**config.mk**
```make
export PLATFORM = sky130hd
export DESIGN_NAME = shared_reg_arbiter_flat
export DESIGN_NICKNAME = d
export VERILOG_FILES = /design/src/rtl/shared_reg_arbiter_if.sv /design/src/rtl/shared_reg_arbiter.sv /design/src/flat_wrapper.sv
export SDC_FILE = /design/constraint.sdc
export NUM_CORES = 1
export LEC_CHECK = 0
export CAP_MARGIN = 15
export CORE_UTILIZATION = 45
export DETAILED_ROUTE_END_ITERATION = 8
export DONT_BUFFER_PORTS = 1
export SLEW_MARGIN = 10
export SYNTH_ARGS = -nofsm -noshare
export SYNTH_HDL_FRONTEND = slang
export SYNTH_SLANG_ARGS = --single-unit
```
**constraint.sdc**
```tcl
create_clock -name clk -period 3.8 [get_ports clk]
set_input_delay 0.38 -clock clk [delete_from_list [all_inputs] [get_ports clk]]
set_output_delay 0.38 -clock clk [all_outputs]
set_load 0.05 [all_outputs]
```
**src/rtl/shared_reg_arbiter_if.sv**
```systemverilog
// Bus bundle for the shared register arbiter: four requesters' write requests,
// the shared register view, and the grant/ack handshake.
interface shared_reg_arbiter_if #(
   parameter int WIDTH = 8
);
   logic [3:0]         req;
   logic [4*WIDTH-1:0] wdata;
   logic               clr;
   logic [3:0]         grant;
   logic [3:0]         ack;
   logic [WIDTH-1:0]   q;
   logic [WIDTH-1:0]   qbar;
   logic               busy;
   logic [1:0]         last_id;
   logic [7:0]         wr_count;

   modport master (
      output req, wdata, clr,
      input  grant, ack, q, qbar, busy, last_id, wr_count
   );

   modport slave (
      input  req, wdata, clr,
      output grant, ack, q, qbar, busy, last_id, wr_count
   );
endinterface

```
**src/rtl/shared_reg_arbiter.sv**
```systemverilog
// Round-robin arbiter granting one of four requesters a write to a shared register.
//
// state | meaning
// IDLE  | waiting; clr clears q, otherwise a nonzero req picks a round-robin winner
// GRANT | grant[winner] high; write lands at the edge if req[winner] is still high
// ACK   | ack[winner] high for one cycle, q holds the new value
module shared_reg_arbiter #(
   parameter int WIDTH = 8
) (
   input  logic              clk,
   input  logic              rst,
   shared_reg_arbiter_if.slave bus
);

   typedef enum logic [1:0] {
      IDLE  = 2'd0,
      GRANT = 2'd1,
      ACK   = 2'd2
   } state_t;

   state_t           state;
   state_t           state_nxt;
   logic [1:0]       ptr;
   logic [1:0]       winner;
   logic [1:0]       rr_idx;
   logic [1:0]       rr_cand;
   logic             rr_hit;
   logic [WIDTH-1:0] q_r;
   logic [WIDTH-1:0] wsel;
   logic [1:0]       last_id_r;
   logic [7:0]       wr_count_r;
   logic             load_winner;
   logic             do_write;
   logic             do_clr;

   // First set req bit found walking upward from ptr, modulo 4.
   always_comb begin
      rr_hit  = 1'b0;
      rr_idx  = ptr;
      rr_cand = ptr;
      for (int k = 0; k < 4; k++) begin
         rr_cand = ptr + 2'(k);
         if (!rr_hit && bus.req[rr_cand]) begin
            rr_hit = 1'b1;
            rr_idx = rr_cand;
         end
      end
   end

   assign wsel = bus.wdata[int'(winner)*WIDTH +: WIDTH];

   always_ff @(posedge clk or negedge rst) begin
      if (!rst) begin
         state <= IDLE;
      end else begin
         state <= state_nxt;
      end
   end

   always_comb begin
      state_nxt   = state;
      load_winner = 1'b0;
      do_write    = 1'b0;
      do_clr      = 1'b0;
      case (state)
         IDLE: begin
            if (bus.clr) begin
               do_clr = 1'b1;
            end else if (rr_hit) begin
               load_winner = 1'b1;
               state_nxt   = GRANT;
            end
         end
         GRANT: begin
            if (bus.req[winner]) begin
               do_write  = 1'b1;
               state_nxt = ACK;
            end else begin
               state_nxt = IDLE;
            end
         end
         ACK: begin
            state_nxt = IDLE;
         end
         default: begin
            state_nxt = IDLE;
         end
      endcase
   end

   always_ff @(posedge clk or negedge rst) begin
      if (!rst) begin
         ptr        <= 2'd0;
         winner     <= 2'd0;
         q_r        <= '0;
         last_id_r  <= 2'd0;
         wr_count_r <= 8'd0;
      end else begin
         if (load_winner) begin
            winner <= rr_idx;
         end
         if (do_clr) begin
            q_r <= '0;
         end else if (do_write) begin
            q_r        <= wsel;
            last_id_r  <= winner;
            wr_count_r <= wr_count_r + 8'd1;
            ptr        <= winner + 2'd1;
         end
      end
   end

   // Handshake outputs decode straight from state so an async reset drops them at once.
   assign bus.grant    = (state == GRANT) ? (4'b0001 << winner) : 4'b0000;
   assign bus.ack      = (state == ACK)   ? (4'b0001 << winner) : 4'b0000;
   assign bus.busy     = (state != IDLE);
   assign bus.q        = q_r;
   assign bus.qbar     = ~q_r;
   assign bus.last_id  = last_id_r;
   assign bus.wr_count = wr_count_r;

   a_grant_onehot0 : assert property (@(posedge clk) disable iff (!rst) $onehot0(bus.grant));
   a_ack_onehot0   : assert property (@(posedge clk) disable iff (!rst) $onehot0(bus.ack));
   a_grant_ack_exc : assert property (@(posedge clk) disable iff (!rst) !((|bus.grant) && (|bus.ack)));

endmodule

```
**src/flat_wrapper.sv**
```systemverilog
// flat-port wrapper written by rule: the top's interface ports become plain ports
module shared_reg_arbiter_flat 
#(
   parameter int WIDTH = 8
)
  (clk, rst, bus_req, bus_wdata, bus_clr, bus_grant, bus_ack, bus_q, bus_qbar, bus_busy, bus_last_id, bus_wr_count);
  shared_reg_arbiter_if #(.WIDTH(WIDTH)) bus_i ();
  input  logic clk;
  input  logic rst;
  input wire logic [$bits(bus_i.req)-1:0] bus_req;
  input wire logic [$bits(bus_i.wdata)-1:0] bus_wdata;
  input wire logic [$bits(bus_i.clr)-1:0] bus_clr;
  output wire logic [$bits(bus_i.grant)-1:0] bus_grant;
  output wire logic [$bits(bus_i.ack)-1:0] bus_ack;
  output wire logic [$bits(bus_i.q)-1:0] bus_q;
  output wire logic [$bits(bus_i.qbar)-1:0] bus_qbar;
  output wire logic [$bits(bus_i.busy)-1:0] bus_busy;
  output wire logic [$bits(bus_i.last_id)-1:0] bus_last_id;
  output wire logic [$bits(bus_i.wr_count)-1:0] bus_wr_count;
  assign bus_i.req = bus_req;
  assign bus_i.wdata = bus_wdata;
  assign bus_i.clr = bus_clr;
  assign bus_grant = bus_i.grant;
  assign bus_ack = bus_i.ack;
  assign bus_q = bus_i.q;
  assign bus_qbar = bus_i.qbar;
  assign bus_busy = bus_i.busy;
  assign bus_last_id = bus_i.last_id;
  assign bus_wr_count = bus_i.wr_count;
  shared_reg_arbiter #(.WIDTH(WIDTH)) u_core (.clk(clk), .rst(rst), .bus(bus_i));
endmodule
```
# After elaboration in Yosys (flattened, before gate mapping)
# Index checks and enable logic that the tools add are counted.
# word_totals
register_bits	24
in_bits	39
output_inout_bits	35
wordCells	67
# classes
addsub	5
magnitude_cmp	5
eq_ne	4
shifts	2
muxes	32
bitwise	2
reduce_logical	11
# ops
cell	count
32-bit by 6-bit variable part select with 8-bit output	1
1-bit two-way mux	16
8-bit two-way mux	2
2-bit by 3-bit less-than comparator with 1-bit output, second input constant	5
2-bit two-way mux	6
1-bit binary-select mux with 2-bit select	5
8-bit by 1-bit adder with 8-bit output, second input constant	1
4-bit two-way mux	2
8-bit NOT	1
2-bit by 1-bit adder with 2-bit output, second input constant	2
2-bit adder, second input constant	2
2-bit one-hot mux with 2 select lines	1
2-bit AND reduction	2
2-bit nonzero test	2
1-bit by 2-bit left shift with 4-bit output, first input constant	1
1-bit logical AND	3
1-bit zero test	3
2-bit by 1-bit equality test with 1-bit output, second input constant	1
2-bit equality test, second input constant	1
2-bit zero test	1
2-bit by 1-bit != test with 1-bit output, second input constant	1
2-bit != test, second input constant	1
1-bit NOT	1

# Longest topological paths before layout
# logic_depth
ltp_word	15
ltp_mapped	7
mapped_depth_nobuf	5

# Least setup slack after synthesis
# No wires, ideal clock.
# synth_path
path_type	register to output
from	register u_core.winner[0]
to	output bus_ack[2]
arrival_ns	1.380
t_required_ns	3.420
slack_ns	2.040
stages_incl_launch_ff	6
path_buffers	2
cell_sequence	dfrtp_1 -> buf_2 -> buf_2 -> inv_1 -> ha_1 -> and2_1
# synth_between
elab_chain_cells	2
# synth_rtl
element	line_no	text
start, declared	shared_reg_arbiter.sv:24	logic [1:0] winner;
start signal, assigned	shared_reg_arbiter.sv:100	winner <= rr_idx;
1-bit by 2-bit left shift with 4-bit output	shared_reg_arbiter.sv:115	assign bus.ack = (state == ACK) ? (4'b0001 << winner) : 4'b0000;
4-bit two-way mux	shared_reg_arbiter.sv:115	
end, declared	flat_wrapper.sv:14	output wire logic [$bits(bus_i.ack)-1:0] bus_ack;
# Every way passes these cells.

# Worst setup path after layout
# layout_path
from	register u_core.winner[1]
to	register u_core.wr_count_r[1], in the netlist u_core.bus.wr_count[1]
# layout_between
elab_chain_cells	5
# layout_rtl
element	line_no	text
1-bit binary-select mux with 2-bit select	shared_reg_arbiter.sv:75	if (bus.req[winner]) begin
1-bit two-way mux (implied by the code)	shared_reg_arbiter.sv:75	
1-bit two-way mux	shared_reg_arbiter.sv:75	
1-bit two-way mux	shared_reg_arbiter.sv:65	case (state)
2-bit AND reduction (no source line)	--	
end signal, assigned	shared_reg_arbiter.sv:107	wr_count_r <= wr_count_r + 8'd1;
end, declared	shared_reg_arbiter.sv:31	logic [7:0] wr_count_r;
# Every way passes these cells. The select of a mux whose other input is x is not followed.
# A chain may end at the register's enable or synchronous reset.

==> summary.txt <==
Critical path
  • Worst R2R Setup Slack: 1460 ps
  • CP required: about 4000 ps
  • Worst setup EP type: flop
  • Worst EP arrival: 2560 ps
  • CP Class: reg2reg
  • Critical R2R Launch: u_core.winner[1]$_DFFE_PN0P_
  • Crit start category: flop
  • Crit Path Max Fanout: 29
  • Worst r2r dst: u_core.bus.wr_count[1]$_DFFE_PN0P_
  • FF-to-FF path depth: 3

Clock network
  • Clock tree sinks: 24
  • Post-CTS Resized: 0
  • CTS Buffer Depth: 2
  • Reg clk slew, reported paths: 130 ps
  • Root Buffer: clkbuf_4
  • TritonCTS clock tree: done
  • CTS buffer count: 3
  • H-tree level count: 1
  • Hold_buf cts: 2
  • Post-CTS setup buffer count: 0
  • Clk_lat worst skew: 310 ps

Global route
  • Vias in the first global route: 992
  • Met3 usage: 0.0396
  • Total GRT Usage: 0.170
  • GRT Residual Overflow: 0
  • First-pass GRT wire length: around 4300 um
  • GR peak layer: met2
  • Pin count of the biggest net entering global routing: 30
  • Grt met2 use: 0.296
  • Initial antenna violation count: 0
  • GRT met1 Usage: 0.201

Yosys
  • Synthesized flop and latch total: 24
  • Synth unique cells: 30
  • Yosys warnings: 0
  • Avg Cell Area, Syn: about 10 sq um
  • Synthesized Nets: 181
  • Post-synthesis sequential area ratio: 0.418
  • Ys async rst share: 1.00
  • Ys flop type: dfrtp_1
  • Area of the mapped netlist: 1440 sq um
  • Post-synth EDFFs: 0
  • Mapped Cells: 137

STA
  • Least-Margin Pin Slew: between 1000 and 1500 ps
  • Fin crit period: 2340 ps
  • Final TNS setup: 0 ps
  • Final hold vios: 0
  • Clock skew: around 4 ps
  • Fin crit share: 0.617
  • Fmax: 0.426 GHz
  • Max_slew headroom: 0.305
  • Endpoints failing setup: 0
  • RSZ-0062 raised after global routing: no
  • Max-slew violation count: 0

Power
  • Leak pwr: 0.663 nW
  • Comb pwr share: 0.410
  • Pint: 605 uW
  • NetSw: 731 uW
  • Switch share: 0.547
  • Clock network fraction of total power: 0.100
  • Seq pwr share: 0.490
  • Power density cells: 877 nW/um^2
  • VDD IR-drop max: around 350 uV
  • Overall Power: 1.34 mW

Detailed routing
  • Routed WL: 2800 um
  • Via count: 998
  • # DRC: 0
  • Post-route ant nets: 0
  • DRT Pass-1 Iters: 4
  • Routed wire per std cell: around 15 um
  • Starting DRT DRC Count: 21
  • DR vias/cell: 5.48

Die
  • Core ar.: 3050 sq um
  • # rows: 20
  • Chip height: 58.5 um
  • Die Width: 58.5 um
  • Die area: between 3000 and 4000 sq um
  • Initial Utilization: 0.471
  • Ports: 74

Outcome
  • Outcome: complete, no violations

Flow run
  • Maximum Capacitance Violations: 0

Cells and area
  • Fin cells: 182
  • Final nets: 183
  • Share of cells above drive strength 1: 0.145
  • Most frequent cells in the layout: dfrtp_1 (24), nand2_1 (21), inv_1 (15)
  • Most common cell after layout, fill and taps aside: dfrtp_1
  • Area Growth Syn to Fin: 6.01%
  • Diode count: 0
  • Finished Cell Area: 1520 sq um

Placed design
  • Placed Instance Area: 1460 sq um
  • Placed cells: 176
  • Hpwl dp: 2090 um
  • Port Buf Inserts: 0
  • Routability congestion estimate: approximately 0.74

Min path
  • Hold wc startpoint: bus_clr
  • Worst Hold Class: in2reg
  • Sink of the worst hold path: u_core.state[0]$_DFFE_PN0P_
  • Worst Hold Depth: 1
sequential cells by signal, summed over array words and instances (netlist names):
register / count
u_core.bus.last_id: 2
u_core.bus.q: 8
u_core.bus.wr_count: 8
u_core.ptr: 2
u_core.state: 2
u_core.winner: 2
cells by family (layout without fill, tap and decap cells):
family | Yosys count | after routing | synth area share
and+or+nand+nor | 46 | 46 | 0.162
DFF | 24 | 24 | 0.418
buffers and inverters | 21 | 22 | 0.0688
AOI/OAI and AO/OA | 19 | 19 | 0.0844
muxes | 15 | 15 | 0.181
xor gates and xnor gates | 7 | 7 | 0.0426
adders and majority gates | 5 | 5 | 0.0435
Yosys cell counts, types with 3 or more instances:
master | n | area share
o22ai_1 | 3 | 0.013
ha_1 | 5 | 0.044
mux4_2 | 8 | 0.13
mux2_2 | 4 | 0.031
inv_1 | 15 | 0.039
buf_2 | 4 | 0.014
and2_1 | 9 | 0.039
xnor2_1 | 6 | 0.037
nand3_1 | 3 | 0.010
nand2_1 | 21 | 0.055
o21ai_0 | 10 | 0.035
dfrtp_1 | 24 | 0.42
metrics by stage:
| stage | hold WS [ps] | util | setup WS [ps] |
|---|---|---|---|
| finish | 182 | 0.499 | 1460 |
| global route | 165 | 0.499 | 1290 |
| CTS | 173 | 0.499 | 1440 |
| detailed placement | 85.0 | 0.477 | 1420 |
| global placement | 85.0 | 0.477 | 1490 |
| floorplan | 84.4 | - | 2040 |
critical path, stage by stage (launching register included):
cell and delay [ps]:
dfrtp_1 570, or3b_1 450, o2bb2ai_2 810, mux2_2 420
power by group through the flow:
stage,clock network [mW],logic [mW],registers (mW)
2_1_floorplan,0,0.515,0.620
3_3_place_gp,0,0.534,0.659
3_5_place_dp,0,0.543,0.664
4_1_cts,0.139,0.554,0.658
5_1_grt,0.149,0.599,0.672
6_report,0.134,0.547,0.655
worst max path at each step:
stage / start / cells past startpoint / end
2_1_floorplan: u_core.winner[0]$_DFFE_PN0P_ / 5 / bus_ack[2]
3_3_place_gp: u_core.winner[1]$_DFFE_PN0P_ / 4 / u_core.bus.wr_count[7]$_DFFE_PN0P_
3_5_place_dp: u_core.winner[1]$_DFFE_PN0P_ / 3 / u_core.bus.wr_count[1]$_DFFE_PN0P_
4_1_cts: u_core.winner[1]$_DFFE_PN0P_ / 3 / u_core.ptr[1]$_DFFE_PN0P_
5_1_grt: u_core.winner[1]$_DFFE_PN0P_ / 4 / u_core.bus.wr_count[3]$_DFFE_PN0P_
6_report: u_core.winner[1]$_DFFE_PN0P_ / 3 / u_core.bus.wr_count[1]$_DFFE_PN0P_
layer usage:
metal	routed length (um)	share of wire
met5	0	0
met4	17	0.0061
met3	223	0.080
met2	1350	0.48
met1	1210	0.43
final cells by class:
class | instances | area, sq um
Fill cell | 311 | 1530
Multi-Input combinational cell | 92 | 738
Sequential cell | 24 | 601
Inverter | 15 | 56.3
Tap cell | 44 | 55.1
Timing Repair Buffer | 3 | 37.5
Clock buffer | 4 | 36.3
(Power assumes the default switching activity.)
